$ cat src/rtl/bkpt_unit.sv
// Multi-channel breakpoint unit: masked address (and optionally data) match with pass counts and a halt handshake.
// Optional data matching is enabled with `define BKPT_DATA_MATCH_EN.
module bkpt_unit #(
    parameter int WIDTH    = 16,
    parameter int CHANNELS = 4,
    parameter int CNT_W    = 8
) (
    input  logic                clk,
    input  logic                reset,
    input  logic                bus_valid,
    input  logic [1:0]          bus_kind,
    input  logic [WIDTH-1:0]    bus_addr,
    input  logic [WIDTH-1:0]    bus_data,
    input  logic                cfg_we,
    input  logic [2:0]          cfg_ch,
    input  logic [2:0]          cfg_sel,
    input  logic [WIDTH-1:0]    cfg_wdata,
    output logic [WIDTH-1:0]    cfg_rdata,
    output logic                halt_req,
    input  logic                halt_ack,
    input  logic                resume,
    output logic                halted,
    output logic [CHANNELS-1:0] hit_vec,
    output logic [WIDTH-1:0]    hit_addr
);

    localparam logic [1:0] S_IDLE   = 2'd0;
    localparam logic [1:0] S_REQ    = 2'd1;
    localparam logic [1:0] S_HALTED = 2'd2;
    localparam logic [CNT_W-1:0] CNT_ONE = 1;

    logic [WIDTH-1:0]    r_amatch [CHANNELS];
    logic [WIDTH-1:0]    r_amask  [CHANNELS];
    logic [4:0]          r_ctrl   [CHANNELS];
    logic [CNT_W-1:0]    r_count  [CHANNELS];
`ifdef BKPT_DATA_MATCH_EN
    logic [WIDTH-1:0]    r_dmatch [CHANNELS];
    logic [WIDTH-1:0]    r_dmask  [CHANNELS];
`else
    logic                w_unused_data;
    assign w_unused_data = ^bus_data;
`endif

    logic [1:0]          r_state;
    logic [CHANNELS-1:0] r_hit_vec;
    logic [WIDTH-1:0]    r_hit_addr;
    logic [WIDTH-1:0]    r_rdata;

    logic [CHANNELS-1:0] w_cfg_hit;
    logic [CHANNELS-1:0] w_kind_ok;
    logic [CHANNELS-1:0] w_addr_ok;
    logic [CHANNELS-1:0] w_data_ok;
    logic [CHANNELS-1:0] w_qual;
    logic [CHANNELS-1:0] w_fire;
    logic [WIDTH-1:0]    w_rdata;

    // A config write to a channel discards that channel's match in the same cycle.
    always_comb begin
        w_cfg_hit = '0;
        w_kind_ok = '0;
        w_addr_ok = '0;
        w_data_ok = '0;
        w_qual    = '0;
        w_fire    = '0;
        for (int c = 0; c < CHANNELS; c++) begin
            w_cfg_hit[c] = cfg_we && (cfg_ch == 3'(c));
            case (bus_kind)
                2'b00:   w_kind_ok[c] = r_ctrl[c][1];
                2'b01:   w_kind_ok[c] = r_ctrl[c][2];
                2'b10:   w_kind_ok[c] = r_ctrl[c][3];
                default: w_kind_ok[c] = 1'b0;
            endcase
            w_addr_ok[c] = (((bus_addr ^ r_amatch[c]) & r_amask[c]) == '0);
`ifdef BKPT_DATA_MATCH_EN
            w_data_ok[c] = (((bus_data ^ r_dmatch[c]) & r_dmask[c]) == '0);
`else
            w_data_ok[c] = 1'b1;
`endif
            w_qual[c] = bus_valid && r_ctrl[c][0] && w_kind_ok[c] && w_addr_ok[c]
                        && w_data_ok[c] && (r_state == S_IDLE) && !w_cfg_hit[c];
            w_fire[c] = w_qual[c] && (r_count[c] == '0);
        end
    end

    always_comb begin
        w_rdata = '0;
        for (int c = 0; c < CHANNELS; c++) begin
            if (cfg_ch == 3'(c)) begin
                case (cfg_sel)
                    3'd0:    w_rdata = r_amatch[c];
                    3'd1:    w_rdata = r_amask[c];
                    3'd2:    w_rdata[4:0] = r_ctrl[c];
                    3'd3:    w_rdata[CNT_W-1:0] = r_count[c];
`ifdef BKPT_DATA_MATCH_EN
                    3'd4:    w_rdata = r_dmatch[c];
                    3'd5:    w_rdata = r_dmask[c];
`endif
                    default: w_rdata = '0;
                endcase
            end
        end
    end

    always_ff @(posedge clk or posedge reset) begin
        if (reset) begin
            for (int c = 0; c < CHANNELS; c++) begin
                r_amatch[c] <= '0;
                r_amask[c]  <= '0;
                r_ctrl[c]   <= '0;
                r_count[c]  <= '0;
`ifdef BKPT_DATA_MATCH_EN
                r_dmatch[c] <= '0;
                r_dmask[c]  <= '0;
`endif
            end
        end else begin
            for (int c = 0; c < CHANNELS; c++) begin
                if (w_cfg_hit[c]) begin
                    case (cfg_sel)
                        3'd0:    r_amatch[c] <= cfg_wdata;
                        3'd1:    r_amask[c]  <= cfg_wdata;
                        3'd2:    r_ctrl[c]   <= cfg_wdata[4:0];
                        3'd3:    r_count[c]  <= cfg_wdata[CNT_W-1:0];
`ifdef BKPT_DATA_MATCH_EN
                        3'd4:    r_dmatch[c] <= cfg_wdata;
                        3'd5:    r_dmask[c]  <= cfg_wdata;
`endif
                        default: ;
                    endcase
                end else begin
                    if (w_qual[c] && (r_count[c] != '0))
                        r_count[c] <= r_count[c] - CNT_ONE;
                    if (w_fire[c] && r_ctrl[c][4])
                        r_ctrl[c][0] <= 1'b0;
                end
            end
        end
    end

    // Halt handshake: IDLE -> REQ on fire, REQ -> HALTED on ack, HALTED -> IDLE on resume.
    always_ff @(posedge clk or posedge reset) begin
        if (reset) begin
            r_state    <= S_IDLE;
            r_hit_vec  <= '0;
            r_hit_addr <= '0;
            r_rdata    <= '0;
        end else begin
            r_rdata <= w_rdata;
            case (r_state)
                S_IDLE: begin
                    if (w_fire != '0) begin
                        r_hit_vec  <= r_hit_vec | w_fire;
                        r_hit_addr <= bus_addr;
                        r_state    <= S_REQ;
                    end
                end
                S_REQ: begin
                    if (halt_ack)
                        r_state <= S_HALTED;
                end
                S_HALTED: begin
                    if (resume) begin
                        r_hit_vec <= '0;
                        r_state   <= S_IDLE;
                    end
                end
                default: r_state <= S_IDLE;
            endcase
        end
    end

    assign halt_req  = (r_state == S_REQ);
    assign halted    = (r_state == S_HALTED);
    assign hit_vec   = r_hit_vec;
    assign hit_addr  = r_hit_addr;
    assign cfg_rdata = r_rdata;

endmodule
$ cat config.mk
export PLATFORM = sky130hd
export DESIGN_NAME = bkpt_unit
export DESIGN_NICKNAME = d
export VERILOG_FILES = /design/src/rtl/bkpt_unit.sv
export SDC_FILE = /design/constraint.sdc
export NUM_CORES = 1
export LEC_CHECK = 0
export ABC_CLOCK_PERIOD_IN_PS = 9100
export CORE_MARGIN = 4
export CORE_UTILIZATION = 30
export DETAILED_ROUTE_END_ITERATION = 8
export GPL_ROUTABILITY_DRIVEN = 1
export GPL_TIMING_DRIVEN = 0
export MAX_ROUTING_LAYER = met4
export SLEW_MARGIN = 25
export SYNTH_ARGS = -nofsm -noshare
export SYNTH_HDL_FRONTEND = slang
export SYNTH_SLANG_ARGS = --single-unit
$ cat constraint.sdc
create_clock -name clk -period 9.1 [get_ports clk]
set_clock_uncertainty 0.2 [all_clocks]
set_input_delay 1.365 -clock clk [delete_from_list [all_inputs] [get_ports clk]]
set_output_delay 1.365 -clock clk [all_outputs]
set_load 0.1 [all_outputs]
==> summary.txt <==
syn_area_per_cell - 11.9 um2
leakage - 5.94 nW
hold buffers post-CTS - 0
# Post-CTS Setup Buffers - 0
Power Total - 2.71 mW
syn nets - 1036
initial antenna violation count - 1
dpl ws - 4.10 ns
dpl cell area - 12900 um2
Initial DRT Pass Iterations - 5
unrepaired setup endpoints after global routing - no
Startpoint Class - input pin
fill cell count - 3748
r2r worst-path depth - 8
H-tree Lvls - 1
sequential fraction of the synthesis area - 47.2%
drt wl/cell - 24.3 um
clock buffer depth - 3
nets@finish - 1129
Worst setup EP type - flip-flop
Post-synth EDFFs - 0
die width - 204 um
register area - 5460 um2
Crit Path Max Fanout - 10
first-pass GRT wire length - 57600 um
layout cells sized above 1 - 23.9%
Tcrit/Tclk final - 50.3%
Placed Cells - 1545
worst hold-check path type - reg -> reg
crit path time final - 4.58 ns
Setup WS post-layout - 4.52 ns
clk sinks - 218
Total Routing Usage GR - 18.6%
Post-Synthesis Cells - 970
worst endpoint required time - 9.30 ns
fin. max-slew vios - 0
drt first-iter violations - 911
vias - 8979
post-route ant nets - 0
hold depth - 1
critical path launch point - bus_valid
area of the multi-input gates - 5780 um2
largest net degree at the start of global routing - 94
MaxCap Viol Count - 0
Post-CTS Resized - 0
post-synthesis cell type count - 56
clock tree from TritonCTS - done
Synth async-reset ratio - 100%
Root Buffer - clkbuf_16
#FFs+latches synth - 218
clk_lat worst skew - 0.53 ns
post-route cell area - 13700 um2
yosys warns - 0
GPL Wtd Cong - 0.914
core area - 37800 um2
Max IR drop VDD - 121 uV
final hold viol count - 0
outcome - finished clean
top-area cell type share of the netlist area - 47.2%
top cells by area, synth - dfrtp_1 (47%), mux2_2 (16%), a22oi_1 (5.3%)
Top-Level Pins - 100
final WL - 38600 um
achievable frequency - 218 MHz
Post-Syn Area - 11600 um2
vias in the first global route - 8887
vias per inst - 5.65
die area - 41700 um2
flop-to-flop setup slack - 5.42 ns
crit path DAT - 4.78 ns
row count - 71
Worst Tran Pin Value - 0.998 ns
top-count cell post-synth - dfrtp_1
Yosys top cell by area - dfrtp_1
GRT overflow - 0
clock buffer count from CTS - 27
Starting Density - 30.6%
CTS clk-pin slew, worst paths - 0.06 ns
DR DRC count - 0
die height - 204 um
RR Startpoint - r_state[1]
ys flop type - dfrtp_1
Setup Crit Path Kind - in -> reg
Commonest cells post-synth - dfrtp_1 (218), mux2_2 (167), a22oi_1 (81)
Port-buffer cells - 62
final setup fails - 0
Power Density - 197 nW/um2
fin util - 36.3%
hpwl dp - 28400 um
Hold Path Origin - hit_vec[3]
Post-Layout Cell Count - 1589
area grow syn2layout - 18.9%
worst relative slew slack - 33.3%
report_power, final:
part	internal [mW]	switching, mW	total [mW]
combinational	0.209	0.262	0.471
clock	0.641	0.409	1.05
sequential	1.08	0.109	1.18
flip-flops by register name, summed over array words and instances, names as in the netlist:
name       cells
hit_addr      16
cfg_rdata     16
r_state        2
r_count       32
r_amatch      64
r_amask       64
r_ctrl        20
hit_vec        4
per-layer routing:
metal  part of all wire (%)  vias up  track usage [%]
met5                      0        -                -
li1                       -     3879                -
met4                    3.0        0             5.58
met3                    6.8       75             2.97
met1                     43     4646             24.8
met2                     47      379             29.4
worst paths after layout:
kind	end
hold / removal	hit_vec[3]
setup / recovery	hit_addr[7]
hold reg to reg	hit_vec[3]
setup reg to reg	hit_addr[7]
max in group asynchronous	r_amask[25]
min in group asynchronous	hit_vec[0]
logic make-up (layout without fill, tap and decap cells):
| group | after synthesis | after routing | share of synthesized area (%) |
|---|---|---|---|
| compound gates | 226 | 226 | 14.1 |
| flops | 218 | 218 | 47.2 |
| mux | 205 | 205 | 22.2 |
| simple gates | 173 | 173 | 8.32 |
| buf+inv | 80 | 187 | 2.88 |
| xor+xnor | 64 | 64 | 4.85 |
| fa+ha+maj | 4 | 4 | 0.433 |
| other cells | 0 | 1 | 0 |
cell usage in the layout (no fill, tap or decap), types with 14 or more instances in the layout:
cell / instances
o2bb2ai_1: 26
a22oi_1: 81
mux4_2: 21
clkdlybuf4s50_1: 62
xor2_1: 64
a21oi_1: 29
nand2_1: 53
nor3_1: 14
clkbuf_16: 27
dfrtp_1: 218
o21ai_0: 27
mux2_2: 167
nor2_1: 24
clkbuf_1: 58
worst max-delay path: stages:
cell             delay [ns]
clkdlybuf4s50_1        0.46
or3b_2                 0.49
a21oi_1                0.63
nand3_1                0.36
nor4_1                 0.63
or4_1                  0.21
buf_6                  0.17
buf_12                 0.15
mux2_4                 0.30
metrics by stage:
step	TNS, ns	hold slack (ns)
finish	0	0.301
floorplan	0	0.273
global placement	-336.88	0.279
CTS	0	0.304
detailed placement	0	0.285
global route	0	0.316
layout make-up:
type,count,area share (%)
clock inverters,5,0.546
plain buffers,67,2.07
clock buffers,38,5.65
repair buffers,64,4.91
multi-input cells,672,42.1
inverters,13,0.410
diodes,1,0.0182
flip-flops and latches,218,39.7
well taps,511,4.65
Power figures use the tool's default switching activity.
